==> src/rtl/alu_pkg.sv <==
// Shared ALU definitions: opcode encodings, legality check, default result
// and the controller FSM state encoding.
package alu_pkg;

    localparam logic [5:0] ADD_OP = 6'h20;
    localparam logic [5:0] SUB_OP = 6'h22;
    localparam logic [5:0] AND_OP = 6'h24;
    localparam logic [5:0] OR_OP  = 6'h25;
    localparam logic [5:0] XOR_OP = 6'h26;
    localparam logic [5:0] NOR_OP = 6'h27;
    localparam logic [5:0] SRA_OP = 6'h03;
    localparam logic [5:0] SRL_OP = 6'h02;

    localparam logic [7:0] ALU_DEFAULT_RESULT = 8'hA1;

    typedef enum logic [2:0] {
        ST_WAIT_A  = 3'd0,
        ST_WAIT_B  = 3'd1,
        ST_WAIT_OP = 3'd2,
        ST_EXEC    = 3'd3,
        ST_SEND    = 3'd4,
        ST_WAIT_TX = 3'd5
    } ctrl_state_e;

    function automatic logic ALU_OP_LEGAL(input logic [5:0] op);
        return (op == ADD_OP) || (op == SUB_OP) || (op == AND_OP) ||
               (op == OR_OP)  || (op == XOR_OP) || (op == NOR_OP) ||
               (op == SRA_OP) || (op == SRL_OP);
    endfunction

endpackage

==> src/rtl/frame_timeout_cnt.sv <==
// Inter-byte idle counter; o_expired is a combinational pulse in the cycle the
// count sits at TIMEOUT_CYCLES-1 while running with no clearing byte.
module frame_timeout_cnt #(
    parameter int unsigned TIMEOUT_CYCLES = 1000000,
    parameter int unsigned NB_TIMEOUT     = $clog2(TIMEOUT_CYCLES + 1)
) (
    input  logic i_clk,
    input  logic i_rst_n,
    input  logic i_run,
    input  logic i_clear,
    output logic o_expired
);

    localparam int unsigned   CW   = (NB_TIMEOUT > 0) ? NB_TIMEOUT : 1;
    localparam logic [CW-1:0] LAST = CW'((TIMEOUT_CYCLES > 0) ? TIMEOUT_CYCLES - 1 : 0);

    logic [CW-1:0] cnt_q, cnt_d;
    logic          hit;

    always_comb begin
        hit   = (TIMEOUT_CYCLES != 0) && i_run && !i_clear && (cnt_q == LAST);
        cnt_d = cnt_q + CW'(1);
        if ((TIMEOUT_CYCLES == 0) || !i_run || i_clear || hit) begin
            cnt_d = '0;
        end
    end

    always_ff @(posedge i_clk or negedge i_rst_n) begin
        if (!i_rst_n) begin
            cnt_q <= '0;
        end else begin
            cnt_q <= cnt_d;
        end
    end

    assign o_expired = hit;

endmodule

==> src/rtl/alu_uart_ctrl.sv <==
// Byte sequencer between UART RX/TX and the combinational ALU: collects A, B and
// opcode, executes, returns the result, with timeout resync and error pulses.
module alu_uart_ctrl
    import alu_pkg::*;
#(
    parameter int unsigned NB_DATA        = 8,
    parameter int unsigned NB_OP          = 6,
    parameter int unsigned TIMEOUT_CYCLES = 1000000,
    parameter int unsigned NB_TIMEOUT     = $clog2(TIMEOUT_CYCLES + 1)
) (
    input  logic               i_clk,
    input  logic               i_rst_n,
    input  logic [NB_DATA-1:0] i_rx_data,
    input  logic               i_rx_done,
    input  logic               i_tx_done,
    output logic               o_tx_start,
    output logic [NB_DATA-1:0] o_tx_data,
    output logic [NB_OP-1:0]   o_alu_op,
    output logic [NB_DATA-1:0] o_alu_data_A,
    output logic [NB_DATA-1:0] o_alu_data_B,
    output logic [4:0]         o_alu_shamt,
    input  logic [NB_DATA-1:0] i_alu_result,
    output logic               o_busy,
    output logic               o_timeout,
    output logic               o_op_err,
    output logic               o_overrun
);

    ctrl_state_e        state_q;
    logic [NB_DATA-1:0] a_q, b_q, tx_data_q;
    logic [NB_OP-1:0]   op_q;
    logic               op_bad_q;
    logic               tx_start_q, timeout_q, op_err_q, overrun_q;

    logic run, expired, op_bad, computing;

    assign run       = (state_q == ST_WAIT_B) || (state_q == ST_WAIT_OP);
    assign computing = (state_q == ST_EXEC) || (state_q == ST_SEND) || (state_q == ST_WAIT_TX);
    assign op_bad    = !ALU_OP_LEGAL(6'(i_rx_data[NB_OP-1:0])) || ((i_rx_data >> NB_OP) != '0);

    frame_timeout_cnt #(
        .TIMEOUT_CYCLES (TIMEOUT_CYCLES),
        .NB_TIMEOUT     (NB_TIMEOUT)
    ) u_timeout (
        .i_clk     (i_clk),
        .i_rst_n   (i_rst_n),
        .i_run     (run),
        .i_clear   (i_rx_done),
        .o_expired (expired)
    );

    always_ff @(posedge i_clk or negedge i_rst_n) begin
        if (!i_rst_n) begin
            state_q    <= ST_WAIT_A;
            a_q        <= '0;
            b_q        <= '0;
            op_q       <= '0;
            op_bad_q   <= 1'b0;
            tx_data_q  <= '0;
            tx_start_q <= 1'b0;
            timeout_q  <= 1'b0;
            op_err_q   <= 1'b0;
            overrun_q  <= 1'b0;
        end else begin
            tx_start_q <= 1'b0;
            timeout_q  <= 1'b0;
            op_err_q   <= 1'b0;
            overrun_q  <= i_rx_done && computing;
            case (state_q)
                ST_WAIT_A: begin
                    if (i_rx_done) begin
                        a_q     <= i_rx_data;
                        state_q <= ST_WAIT_B;
                    end
                end
                ST_WAIT_B: begin
                    if (i_rx_done) begin
                        b_q     <= i_rx_data;
                        state_q <= ST_WAIT_OP;
                    end else if (expired) begin
                        timeout_q <= 1'b1;
                        state_q   <= ST_WAIT_A;
                    end
                end
                ST_WAIT_OP: begin
                    if (i_rx_done) begin
                        op_q     <= i_rx_data[NB_OP-1:0];
                        op_bad_q <= op_bad;
                        op_err_q <= op_bad;
                        state_q  <= ST_EXEC;
                    end else if (expired) begin
                        timeout_q <= 1'b1;
                        state_q   <= ST_WAIT_A;
                    end
                end
                ST_EXEC: begin
                    // Upper opcode bits never reach the ALU, so a rejected byte
                    // could still decode as legal there; send the default instead.
                    tx_data_q  <= op_bad_q ? NB_DATA'(ALU_DEFAULT_RESULT) : i_alu_result;
                    tx_start_q <= 1'b1;
                    state_q    <= ST_SEND;
                end
                ST_SEND: begin
                    state_q <= ST_WAIT_TX;
                end
                ST_WAIT_TX: begin
                    if (i_tx_done) begin
                        state_q <= ST_WAIT_A;
                    end
                end
                default: begin
                    state_q <= ST_WAIT_A;
                end
            endcase
        end
    end

    assign o_tx_start   = tx_start_q;
    assign o_tx_data    = tx_data_q;
    assign o_alu_op     = op_q;
    assign o_alu_data_A = a_q;
    assign o_alu_data_B = b_q;
    assign o_alu_shamt  = b_q[4:0];
    assign o_busy       = (state_q != ST_WAIT_A);
    assign o_timeout    = timeout_q;
    assign o_op_err     = op_err_q;
    assign o_overrun    = overrun_q;

endmodule
==> config.mk <==
export PLATFORM = sky130hd
export DESIGN_NAME = alu_uart_ctrl
export DESIGN_NICKNAME = d
export VERILOG_FILES = /design/src/rtl/alu_pkg.sv /design/src/rtl/frame_timeout_cnt.sv /design/src/rtl/alu_uart_ctrl.sv
export SDC_FILE = /design/constraint.sdc
export NUM_CORES = 1
export LEC_CHECK = 0
export ABC_AREA = 1
export BUFFER_PORTS_ARGS = -buffer_cell sky130_fd_sc_hd__buf_4
export CORE_UTILIZATION = 50
export CTS_BUF_LIST = sky130_fd_sc_hd__clkbuf_16
export DETAILED_ROUTE_END_ITERATION = 8
export MAX_ROUTING_LAYER = met4
export PLACE_DENSITY = 0.72
export SYNTH_ARGS = -nofsm -noshare
export SYNTH_HDL_FRONTEND = slang
export SYNTH_SLANG_ARGS = --single-unit
==> constraint.sdc <==
create_clock -name i_clk -period 4 [get_ports i_clk]
set_clock_uncertainty 0.1 [all_clocks]
set_input_delay 0.8 -clock i_clk [delete_from_list [all_inputs] [get_ports i_clk]]
set_output_delay 0.8 -clock i_clk [all_outputs]
set_load 0.02 [all_outputs]
# After elaboration in Yosys (flattened, before gate mapping)
# Index checks and enable logic that the tools add are counted.
# word_totals
elab_cells	69
ff_bits	58
output_inout_bits	40
input_bits	20
# op_classes
n_reduce_logical	27
n_mux	14
n_addsub	1
eq_ne	16
# op_table
op	count
equality test 6 bit (second input constant)	6
adder 20 x 1 -> 20 bit (second input constant)	1
equality test 20 bit (second input constant)	1
two-way mux 20 bit	1
case mux 3 bit (6 select lines)	1
two-way mux 3 bit	5
logical OR 1 bit	13
equality test 6 x 2 -> 1 bit (second input constant)	2
two-way mux 8 bit	1
AND reduction 2 bit	4
nonzero test 8 bit	1
equality test 3 x 2 -> 1 bit (second input constant)	2
equality test 3 bit (second input constant)	2
two-way mux 1 bit	6
!= test 2 bit (second input constant)	2
equality test 3 x 1 -> 1 bit (second input constant)	1
logical AND 1 bit	3
zero test 1 bit	3
zero test 3 bit	1
nonzero test 3 bit	1
OR reduction 2 bit	1

# Longest topological paths before layout
# Gate-level depths: netlist of run 1.
# depth
ltp_word	12
depth_mapped	9
mapped_depth_nobuf	8

# Hierarchy
# Synthesis of run 1 repeated with hierarchy kept, for this count alone.
# unflattened
cells_unflattened	334
hier_area_um2	2854.0
# by_module_without_submodules
mod	area_each_um2	instances	seq_area_each_um2	cells_per_inst
alu_uart_ctrl	1644.1	1	950.9	174
frame_timeout_cnt	1209.9	1	500.5	160

# Worst setup path before layout of run 1
# OpenSTA, ideal clock, no wires.
# synth_timing
kind	reg2out
from	reg state_q[0]
to	out o_busy
path_stages_with_launch	3
t_required_ns	3.100
arrival_ns	0.849
path_buffers	0
path_slack_ns	2.251
path_cell_list	dfrtp_1 nor2_1 nand2_1
# synth_via
elab_chain_len	1
# synth_lines
element	line_no	rtl
start, declared	alu_uart_ctrl.sv:29	ctrl_state_e state_q;
start signal, assigned	alu_uart_ctrl.sv:54	state_q <= ST_WAIT_A;
start signal, assigned	alu_uart_ctrl.sv:73	state_q <= ST_WAIT_B;
start signal, assigned	alu_uart_ctrl.sv:79	state_q <= ST_WAIT_OP;
nonzero test 3 bit	alu_uart_ctrl.sv:124	assign o_busy = (state_q != ST_WAIT_A);
end, declared	alu_uart_ctrl.sv:23	output logic o_busy,
# No other way between the ends.

# Final worst setup path of run 1
# Ends and elaborated chain as after synthesis.

==> impl_metrics.csv, run 1 <==
group,metric,value,unit
yosys,post_synth_xor_area_fraction,0.0488,
route,vias_per_cell,4.91,
yosys,postSynthAreaPerCell,8.29,um^2
power_and_ir_drop,vdd.ir_drop.worst,0.000384,V
job,cap_viol_max_count,0,
finish,antenna_cells,0,
worst_setup_path,r2r_end,"u_timeout.cnt_q[1]",
worst_setup_path,regToRegSetupSlack,2140,ps
worst_setup_path,worst_path_max_delay_cell,"dfrtp_1",
power_and_ir_drop,pwr_density_cell,737,nW/um^2
route,ant_nets,0,
yosys,yosys.area_share.simple,0.261,
sta,tightest_slew,736,ps
worst_setup_path,critical_path_source_type,"flop",
worst_setup_path,regToRegStartpoint,"u_timeout.cnt_q[0]",
clocking,htreeDepth,3,
route,routed-via-count,2247,
yosys,yosysTopAreaCellShare,0.539,
floorplan,dieHeight,75.4,um
worst_setup_path,cp_slowest_stage_delay,430,ps
clocking,tritoncts_num_sinks,58,
yosys,synth_area_leaders,"dfrtp_1, nand2_1, nor2_1, o21ai_0, inv_1",
floorplan,coreArea,5140,um^2
floorplan,width_of_the_die,75.4,um
yosys,synth_enable_flop_cells,0,
power_and_ir_drop,total_power,0.00254,W
worst_setup_path,timing.critical_path.max_delay_family,"flip-flops",
finish,seq_area,1450,um^2
clocking,cts.root.buffer_cell,"clkbuf_16",
yosys,main_combinational_cell_family_by_area_after_synthesis,"simple AND/OR/NAND/NOR gates",
hold_path,hold_class,"reg2reg",
yosys,synthTopCellsByCount,"nand2_1, nor2_1, dfrtp_1, o21ai_0, inv_1",
worst_setup_path,critPathMaxFanout,7,
sta,timing.final.crit_share,0.550,
global_routing,globalRouteOverflowTotal,0,
sta,maxSlewViolCount,0,
route,detail_route.drc_violations,0,
yosys,synth-compound-area-share,0.0739,
worst_setup_path,required,3100,ps
worst_setup_path,path_cells,"nor2_1, nand2_1, buf_4",
yosys,asyncSetResetFlopFracSynth,1.00,
route,dr.first_iter.drc_count,122,
clocking,ctsLongestPathBuffers,2,
worst_setup_path,timing.reg2reg.worst_path_depth,8,
finish,areaGrowthSynthToFinish,27.9,%
worst_setup_path,worstSetupPathType,"reg2out",
sta,timing_hold_violations_final,0,
finish,postLayoutCoreUtil,0.670,
yosys,netlist-cell-type-count,23,
outcome,run_status,"complete, no violations",
place,globalplace.congestion,0.813,
finish,multi_input_area,1050,um^2
clocking,cts_inserted_buffers,9,
worst_setup_path,data_arrival_time_at_the_worst_slack_endpoint,1300,ps
sta,final.min_clock_period,2200,ps
global_routing,antenna_found_initial,0,
place,dpl.cell_count,442,
global_routing,use_met2,0.352,
finish,num-fill-cells,454,
worst_setup_path,worstSetupEndpointType,"primary output",
hold_path,hold_path_depth,2,
floorplan,placement_rows,26,
global_routing,gr-usage-met3,0.0833,
global_routing,grt_pass1_wl,9430,um
route,routed_wire_length_per_instance,12.5,um
worst_setup_path,worst-path-buf-inv,1,
sta,setup-tns-final,0,ps
yosys,yosys.cell_count.top_type,"nand2_1",
clocking,tritoncts_clock_tree,"yes",
finish,finalNonFillerCells,458,
yosys,synth_flop_cell,"dfrtp_1",
yosys,synthesis.yosys.warnings,0,
finish,fin_area,3440,um^2
global_routing,grt_busiest_layer,"met2",
floorplan,pin_count,60,
power_and_ir_drop,p_leak,1.60,nW
hold_path,worst_hold_path.endpoint,"o_alu_data_B[5]",
global_routing,grt_use_total,0.237,
place,dpl-instance-area,3130,um^2
sta,max_freq,455,MHz
yosys,mux_contribution_to_synthesized_area,0,
yosys,yosysTopAreaCell,"dfrtp_1",
global_routing,first_global_vias,2107,
route,routed_wire_length,5740,um
yosys,postSynthNetCount,346,
place,hpwlAfterDp,4030,um
global_routing,met1_usage,0.297,
clocking,count_of_instances_resized_after_the_clock_tree_is_built,0,
yosys,seq_area_frac_synth,0.539,
yosys,netlist_instances,325,
yosys,synth.ff_latch_count,58,
clocking,clkSlewWorstSetupHoldPaths,50,ps
clocking,clkLatencyLatePin,320,ps
place,placement.io_buffers,59,
yosys,yosys.area_share.adder,0.00464,
global_routing,grt_start_max_net_pins,59,
yosys,synth.cell_area,2690,um^2
floorplan,floorplan.die_area,5690,um^2
route,first_pass_iters,4,
floorplan,start_util,0.524,
sta,slew-limit-headroom,0.508,
clocking,cts_setup_buffers,0,
sta,final-setup-viol-count,0,
hold_path,hold_path.startpoint,"o_alu_data_B[5]",
finish,drive_gt1_frac,0.206,
clocking,cts-hold-fix-buffers,0,
finish,fin_nets,404,
sta,rsz0062_at_grt,"false",
-- kinds of logic (layout without fill, tap and decap cells) --
kind of cell,after synthesis,count (layout)
AOI/OAI and AO/OA,39,39
xor gates and xnor gates,15,15
adders and majority gates,1,1
buffers and inverters,40,103
DFF,58,58
and+or+nand+nor,172,172
-- layer usage --
layer	part of all wire	vias to the layer above
li1	-	1141
met1	0.47	1043
met2	0.47	56
met3	0.049	7
met4	0.012	0
met5	0	-
-- where the power goes --
group | internal, W | total, W | switching (W)
Sequential | 0.000759 | 0.000892 | 0.000132
Combinational | 0.000336 | 0.000854 | 0.000518
Clock | 0.000537 | 0.000793 | 0.000256
-- placed cells by master, fill, tap and decap left out --
| cell type | netlist | routed |
|---|---|---|
| nor3_1 | 1 | 1 |
| nor2_1 | 65 | 65 |
| nand3_1 | 18 | 18 |
| nand3_2 | 1 | 1 |
| inv_2 | 2 | 2 |
| o21ai_0 | 33 | 33 |
| buf_4 | 5 | 59 |
| xor2_1 | 8 | 8 |
| nor2_4 | 1 | 1 |
| a21oi_1 | 5 | 5 |
| nor3_2 | 1 | 1 |
| xnor2_1 | 7 | 7 |
| dfrtp_1 | 58 | 58 |
| nor4_1 | 1 | 1 |
| nand2_1 | 79 | 79 |
| clkbuf_16 | 0 | 9 |
| a21oi_2 | 1 | 1 |
| inv_1 | 26 | 27 |
| ha_1 | 1 | 1 |
| clkinvlp_4 | 0 | 1 |
| bufinv_16 | 0 | 2 |
| nand2_2 | 1 | 1 |
| clkinv_2 | 0 | 2 |
| clkinv_1 | 0 | 1 |
| nand4_1 | 4 | 4 |
-- registers in the layout (all words and copies together) (netlist names) --
register / count
o_alu_data_B: 8
o_overrun: 1
o_tx_data: 8
o_alu_op: 6
o_tx_start: 1
state_q: 3
o_timeout: 1
u_timeout.cnt_q: 20
op_bad_q: 1
o_alu_data_A: 8
o_op_err: 1
-- worst reg2reg max path, delay by kind of cell (launching register included) --
kind	cells	cell delay (ps)
fa+ha+maj	1	290
flops	1	420
simple gates	5	790
buf+inv	2	130
-- through the flow --
| step | setup WS, ps | hold WS (ps) |
|---|---|---|
| detailed placement | 2020 | 376 |
| finish | 1800 | 390 |
| global placement | 2030 | 368 |
| global route | 1710 | 413 |
| CTS | 1790 | 391 |
| floorplan | 2250 | 387 |
-- cell type report --
cell class	instances	share of cell area
clock buffers	9	0.0654
clock inverters	7	0.0247
inverters	28	0.0305
multi-input cells	227	0.304
flip-flops and latches	58	0.421
well taps	70	0.0254
repair buffers	59	0.129
-- worst max path at each step --
stage	from	slack [ps]	depth (start not counted)	endpoint
5_1_grt	state_q[0]	1710	3	o_busy
4_1_cts	state_q[0]	1790	3	o_busy
3_5_place_dp	i_rx_done	2020	3	o_alu_data_B[3]
6_report	state_q[0]	1800	3	o_busy
2_1_floorplan	state_q[0]	2250	2	o_busy
3_3_place_gp	i_rx_done	2030	3	o_alu_data_B[7]
(Power assumes the default switching activity.)
==> inputs of run 2 (changes only) <==
--- a/config.mk
+++ b/config.mk
@@ -5,9 +5,9 @@
 export SDC_FILE = /design/constraint.sdc
 export NUM_CORES = 1
 export LEC_CHECK = 0
-export ABC_AREA = 1
+export ABC_AREA = 0
 export BUFFER_PORTS_ARGS = -buffer_cell sky130_fd_sc_hd__buf_4
-export CORE_UTILIZATION = 50
+export CORE_UTILIZATION = 48
 export CTS_BUF_LIST = sky130_fd_sc_hd__clkbuf_16
 export DETAILED_ROUTE_END_ITERATION = 8
 export MAX_ROUTING_LAYER = met4
==> constraint.sdc (replaced) <==
create_clock -name i_clk -period 1.8 [get_ports i_clk]
set_clock_uncertainty 0.1 [all_clocks]
set_input_delay 0.36 -clock i_clk [delete_from_list [all_inputs] [get_ports i_clk]]
set_output_delay 0.36 -clock i_clk [all_outputs]
set_load 0.02 [all_outputs]
==> run 2 against run 1 <==
Net effect:
- critical path type is now reg2reg
- the run now ends with negative setup slack left
- synthesized cell count decreased by 30%
- setup slack got worse by 2000 ps
- design area increased by 10%
- clock power increased by 110%
- largest cell class unchanged
- critical endpoint is now u_timeout.cnt_q[18]
- critical path depth increased by 2
==> impl_metrics.csv, run 2 <==
group,metric,value,unit
global_routing,grt_use_total,0.235,
clocking,cts.root.buffer_cell,"clkbuf_16",
route,total_met2_wirelength_after_detailed_routing,3130,um
floorplan,width_of_the_die,74.6,um
route,routed-via-count,2051,
yosys,asyncSetResetFlopFracSynth,1.00,
yosys,synth_enable_flop_cells,0,
floorplan,pin_count,60,
yosys,synth_area_leaders,"dfrtp_1, mux2_2, xnor2_1, nor2_1, o21ai_0",
finish,registers.top_by_ff_count,"u_timeout.cnt_q",
job,cap_viol_max_count,0,
yosys,synth_flop_cell,"dfrtp_1",
route,ant_nets,0,
yosys,netlist_instances,228,
yosys,postSynthAreaPerCell,11.1,um^2
global_routing,grt_start_max_net_pins,33,
yosys,postSynthNetCount,249,
hold_path,hold_class,"in2reg",
worst_setup_path,worstSetupPathType,"reg2reg",
yosys,yosysTopAreaCell,"dfrtp_1",
worst_setup_path,critical_path_source_type,"flop",
sta,hold-worst-slack,191,ps
power_and_ir_drop,total_power,0.00600,W
worst_setup_path,r2r_end,"u_timeout.cnt_q[18]",
sta,timing_hold_violations_final,0,
power_and_ir_drop,p_leak,1.67,nW
clocking,tritoncts_clock_tree,"yes",
yosys,synthesis.yosys.warnings,0,
route,m1WireLength,2710,um
worst_setup_path,worstSetupEndpointType,"flop",
yosys,synth.cell_area,2530,um^2
yosys,yosys.cell_count.top_type,"dfrtp_1",
floorplan,floorplan.die_area,5570,um^2
worst_setup_path,end_point_of_the_critical_path,"u_timeout.cnt_q[18]",
worst_setup_path,regToRegSetupSlack,-170,ps
finish,largest_register_ff_count,20,
route,met3_length,165,um
outcome,run_status,"finished, violations left",
sta,timing.final.crit_share,1.09,
sta,slew-limit-headroom,0.660,
worst_setup_path,timing.reg2reg.worst_path_depth,5,
clocking,ctsLongestPathBuffers,2,
route,routed_wire_length_per_instance,15.3,um
global_routing,globalRouteOverflowTotal,0,
worst_setup_path,data_arrival_time_at_the_worst_slack_endpoint,2120,ps
route,first_pass_iters,4,
yosys,netlist-cell-type-count,33,
sta,max_freq,508,MHz
route,dr.first_iter.drc_count,194,
clocking,cts_inserted_buffers,9,
clocking,clkLatencyLatePin,320,ps
place,globalplace.congestion,0.772,
power_and_ir_drop,vdd.ir_drop.worst,0.00121,V
sta,maxSlewViolCount,0,
clocking,htreeDepth,3,
worst_setup_path,startpoint_of_the_most_critical_setup_path,"u_timeout.cnt_q[0]",
worst_setup_path,critPathMaxFanout,3,
route,highest_signal_layer_in_the_routed_design,"met4",
sta,tightest_slew,509,ps
worst_setup_path,regToRegStartpoint,"u_timeout.cnt_q[0]",
clocking,tritoncts_num_sinks,58,
finish,most_common_cell_after_layout_fill_and_taps_aside,"buf_4",
yosys,seq_area_frac_synth,0.573,
global_routing,antenna_found_initial,0,
sta,final-setup-viol-count,23,
yosys,yosysTopAreaCellShare,0.573,
outcome,failed_checks,"negative setup slack",
yosys,synthTopCellsByCount,"dfrtp_1, mux2_2, nor2_1, nand2_1, o21ai_0",
sta,worst_slack_setup_final,-168,ps
floorplan,placement_rows,26,
route,vias_per_cell,5.13,
global_routing,first_global_vias,1911,
route,routed_wire_length,6100,um
finish,fin_nets,346,
floorplan,start_util,0.496,
place,placement.io_buffers,59,
clocking,clkSlewWorstSetupHoldPaths,60,ps
yosys,synth.ff_latch_count,58,
floorplan,coreArea,5110,um^2
finish,drive_gt1_frac,0.506,
sta,rsz0062_at_grt,"true",
power_and_ir_drop,pwr_density_cell,1580,nW/um^2
global_routing,grt_pass1_wl,9310,um
finish,areaGrowthSynthToFinish,50.1,%
place,hpwlAfterDp,3610,um
floorplan,dieHeight,74.6,um
sta,final.min_clock_period,1970,ps
finish,antenna_cells,0,
route,detail_route.drc_violations,0,
finish,final_cell_mix,"buf_4, dfrtp_1, mux2_2",
worst_setup_path,required,1950,ps
[run 2: cell count changes after synthesis, moves of 13 or more]
cell,delta
nor2_1,-44
nand2_1,-62
o21ai_0,-20
nand3_1,-13
inv_1,-18
mux2_2,+23
[run 2: how the worst min path moves through the flow]
stage | from | endpoint | cells past startpoint
finish | i_rx_data[6] | o_alu_data_B[6] | 2
CTS | i_rx_data[0] | o_alu_op[0] | 2
global placement | i_rst_n | o_tx_data[4] | 1
floorplan | i_rst_n | o_alu_data_A[0] | 0
global route | i_rx_data[7] | o_alu_data_B[7] | 2
detailed placement | i_rst_n | o_tx_data[4] | 1
[run 2: kinds of logic (layout without fill, tap and decap cells)]
family / count (synthesis) / in the layout / share of synthesized area
and+or+nand+nor: 81 / 81 / 0.166
DFF: 58 / 58 / 0.573
AOI/OAI and AO/OA: 29 / 29 / 0.0657
muxes: 24 / 24 / 0.106
buffers and inverters: 23 / 125 / 0.0425
xor gates and xnor gates: 12 / 12 / 0.0415
adders and majority gates: 1 / 1 / 0.00494
[run 2: critical path: stages (launching register included)]
cell and delay (ps):
dfrtp_2 410, ha_4 170, nand3_4 60, or4_4 540
or4_4 490, a21oi_2 130
[run 2: power by group]
| part | switching, W | internal (W) |
|---|---|---|
| Clock | 0.000594 | 0.00106 |
| Combinational | 0.00120 | 0.00112 |
| Sequential | 0.000293 | 0.00172 |
| Total | 0.00209 | 0.00391 |
[run 2: area by class of cell]
type / instances / area, um^2
sequential: 58 / 1450
fill: 342 / 1310
multi-input combinational: 147 / 1110
timing repair buffer: 101 / 821
clock buffer: 9 / 225
tap: 70 / 87.6
clock inverter: 7 / 70.1
inverter: 8 / 30.0
[run 2: timing repair]
action | CTS | global route
setup buffers | 8 | 5
hold buffers | 1 | 0
gates resized for setup | 27 | 14
pin swaps | 18 | 5
endpoints found under the setup margin | 23 | 23
cloned | 1 | 0
hold endpoints to repair | 26 | 0
[run 2: stage by stage]
step | cells | area, um^2 | setup TNS (ps) | setup slack [ps] | util
finish | 400 | 3800 | -2430 | -168 | 0.744
global route | 400 | 3800 | -3350 | -207 | 0.744
CTS | 395 | 3710 | -1630 | -176 | 0.726
detailed placement | 369 | 3240 | -3410 | -217 | 0.634
global placement | 369 | 3240 | -1720 | -141 | 0.634
floorplan | 228 | 2580 | -975 | -262 | -
[run 2: routing by layer]
metal	global-route usage	up-vias
met1	0.304	1012
met2	0.368	48
li1	-	980
met4	0.0964	0
met3	0.0402	11
met5	-	-
==> inputs of run 3 (changes only) <==
--- a/config.mk
+++ b/config.mk
@@ -11,7 +11,8 @@
 export CTS_BUF_LIST = sky130_fd_sc_hd__clkbuf_16
 export DETAILED_ROUTE_END_ITERATION = 8
 export MAX_ROUTING_LAYER = met4
-export PLACE_DENSITY = 0.72
+export PLACE_DENSITY = 0.75
+export SLEW_MARGIN = 5
 export SYNTH_ARGS = -nofsm -noshare
 export SYNTH_HDL_FRONTEND = slang
 export SYNTH_SLANG_ARGS = --single-unit
==> run 3 against run 2 <==
Net effect:
- the run still ends with negative setup slack left
- clock power grew 7%
- hold slack worse by 6.7 ps
- critical endpoint unchanged
- critical path type unchanged
- clock-buffer cell count stayed put
- final cell count decreased by 2.0%
- die area did not move
- global-route usage fell by 1.1 points
==> impl_metrics.csv, run 3 (synthesized netlist as in run 2, its figures left out) <==
group,metric,value,unit
finish,drive_gt1_frac,0.481,
finish,final_cell_mix,"buf_4, dfrtp_1, mux2_2",
place,globalplace.congestion,0.786,
route,detail_route.drc_violations,0,
sta,tightest_slew,507,ps
sta,timing_hold_violations_final,0,
global_routing,antenna_found_initial,0,
place,hpwlAfterDp,3850,um
global_routing,globalRouteOverflowTotal,0,
worst_setup_path,startpoint_of_the_most_critical_setup_path,"u_timeout.cnt_q[1]",
floorplan,pin_count,60,
sta,maxSlewViolCount,0,
finish,fin_area,3710,um^2
route,routed-via-count,2004,
clocking,cts_inserted_buffers,9,
floorplan,start_util,0.496,
floorplan,width_of_the_die,74.6,um
power_and_ir_drop,vdd.ir_drop.worst,0.00120,V
sta,timing.final.crit_share,1.10,
place,dpl.cell_count,369,
clocking,ctsLongestPathBuffers,2,
sta,worst_slack_setup_final,-187,ps
finish,fin_nets,338,
route,vias_per_cell,5.11,
route,dr.first_iter.drc_count,143,
route,routed_wire_length,6040,um
finish,most_common_cell_after_layout_fill_and_taps_aside,"buf_4",
outcome,failed_checks,"negative setup slack",
power_and_ir_drop,pwr_density_cell,1630,nW/um^2
global_routing,first_global_vias,1903,
clocking,cts.root.buffer_cell,"clkbuf_16",
worst_setup_path,required,1950,ps
worst_setup_path,worstSetupPathType,"reg2reg",
clocking,tritoncts_clock_tree,"yes",
finish,areaGrowthSynthToFinish,46.4,%
place,dpl-instance-area,3220,um^2
job,cap_viol_max_count,0,
finish,registers.top_by_ff_count,"u_timeout.cnt_q",
floorplan,coreArea,5110,um^2
worst_setup_path,critPathMaxFanout,3,
place,placement.io_buffers,59,
clocking,clkSlewWorstSetupHoldPaths,50,ps
route,routed_wire_length_per_instance,15.4,um
floorplan,floorplan.die_area,5570,um^2
hold_path,hold_path.startpoint,"i_rx_data[6]",
sta,max_freq,503,MHz
sta,rsz0062_at_grt,"true",
worst_setup_path,data_arrival_time_at_the_worst_slack_endpoint,2130,ps
finish,largest_register_ff_count,20,
sta,final.min_clock_period,1990,ps
route,first_pass_iters,4,
worst_setup_path,critical_path_source_type,"flop",
finish,finalNonFillerCells,392,
global_routing,grt_pass1_wl,8760,um
floorplan,placement_rows,26,
route,ant_nets,0,
sta,final-setup-viol-count,20,
sta,slew-limit-headroom,0.661,
worst_setup_path,worstSetupEndpointType,"flop",
global_routing,grt_start_max_net_pins,27,
outcome,run_status,"finished, violations left",
clocking,clkLatencyLatePin,330,ps
finish,antenna_cells,0,
clocking,htreeDepth,3,
power_and_ir_drop,p_leak,1.66,nW
global_routing,grt_use_total,0.224,
hold_path,hold_class,"in2reg",
floorplan,dieHeight,74.6,um
worst_setup_path,regToRegStartpoint,"u_timeout.cnt_q[1]",
clocking,tritoncts_num_sinks,58,
run 3: cell count changes in the layout (fill, tap and decap cells not counted), moves of 2 or more:
cell        previous run  this run
nor2_4                 5         0
nor2_2                 3         5
nor4_1                 2         0
nor2_1                13        16
buf_12                 3         1
nor4_2                 0         2
buf_4                 91        85
clkinvlp_4             3         0
run 3: routing by layer:
metal | wire length, um | vias to the layer above | share of wire | GRT usage
met2 | 3190 | 57 | 0.53 | 0.355
met5 | 0 | - | 0 | -
met1 | 2470 | 969 | 0.41 | 0.269
met3 | 222 | 14 | 0.037 | 0.0442
li1 | - | 964 | - | -
met4 | 161 | 0 | 0.027 | 0.122
run 3: metrics by stage:
step | total power (W) | hold slack, ps | setup TNS, ps | utilization | setup slack [ps]
after CTS | 0.00603 | 179 | -1560 | 0.707 | -193
final | 0.00606 | 184 | -1620 | 0.726 | -187
after floorplan | 0.00327 | -35.6 | -975 | - | -262
after detailed placement | 0.00417 | 195 | -2910 | 0.631 | -183
after global routing | 0.00634 | 190 | -2880 | 0.726 | -235
after global placement | 0.00409 | 189 | -1100 | 0.631 | -136
run 3: timing repair:
action | CTS | global route
pin swaps | 15 | 8
hold buffers | 1 | 0
gates resized for setup | 13 | 18
setup endpoints to repair | 23 | 24
cloned | 1 | 0
endpoints found under the hold margin | 24 | 0
setup buffers | 2 | 3
run 3: cell type report:
cell class	count	area [um^2]
clock buffer	9	225
clock inverter	7	85.1
fill	363	1400
inverter	8	30.0
multi-input combinational	147	1090
sequential	58	1460
tap	70	87.6
timing repair buffer	93	736
run 3: final timing paths:
check / to / slack [ps] / cells past startpoint
max in group asynchronous: u_timeout.cnt_q[16] / 720 / 3
min in group asynchronous: o_tx_data[5] / 400 / 2
setup / recovery: u_timeout.cnt_q[18] / -190 / 5
hold reg to reg: o_tx_data[4] / 380 / 2
hold / removal: o_alu_data_B[6] / 180 / 2
setup reg to reg: u_timeout.cnt_q[18] / -190 / 5
run 3: critical path, stage by stage (launching register included):
cell	delay, ps
dfrtp_1	410
ha_4	170
nand3_4	70
or4_4	550
or4_1	480
a21oi_1	130
run 3: power breakdown:
part | internal, W | switching, W
registers | 0.00172 | 0.000310
logic | 0.00107 | 0.00118
clock network | 0.00119 | 0.000581
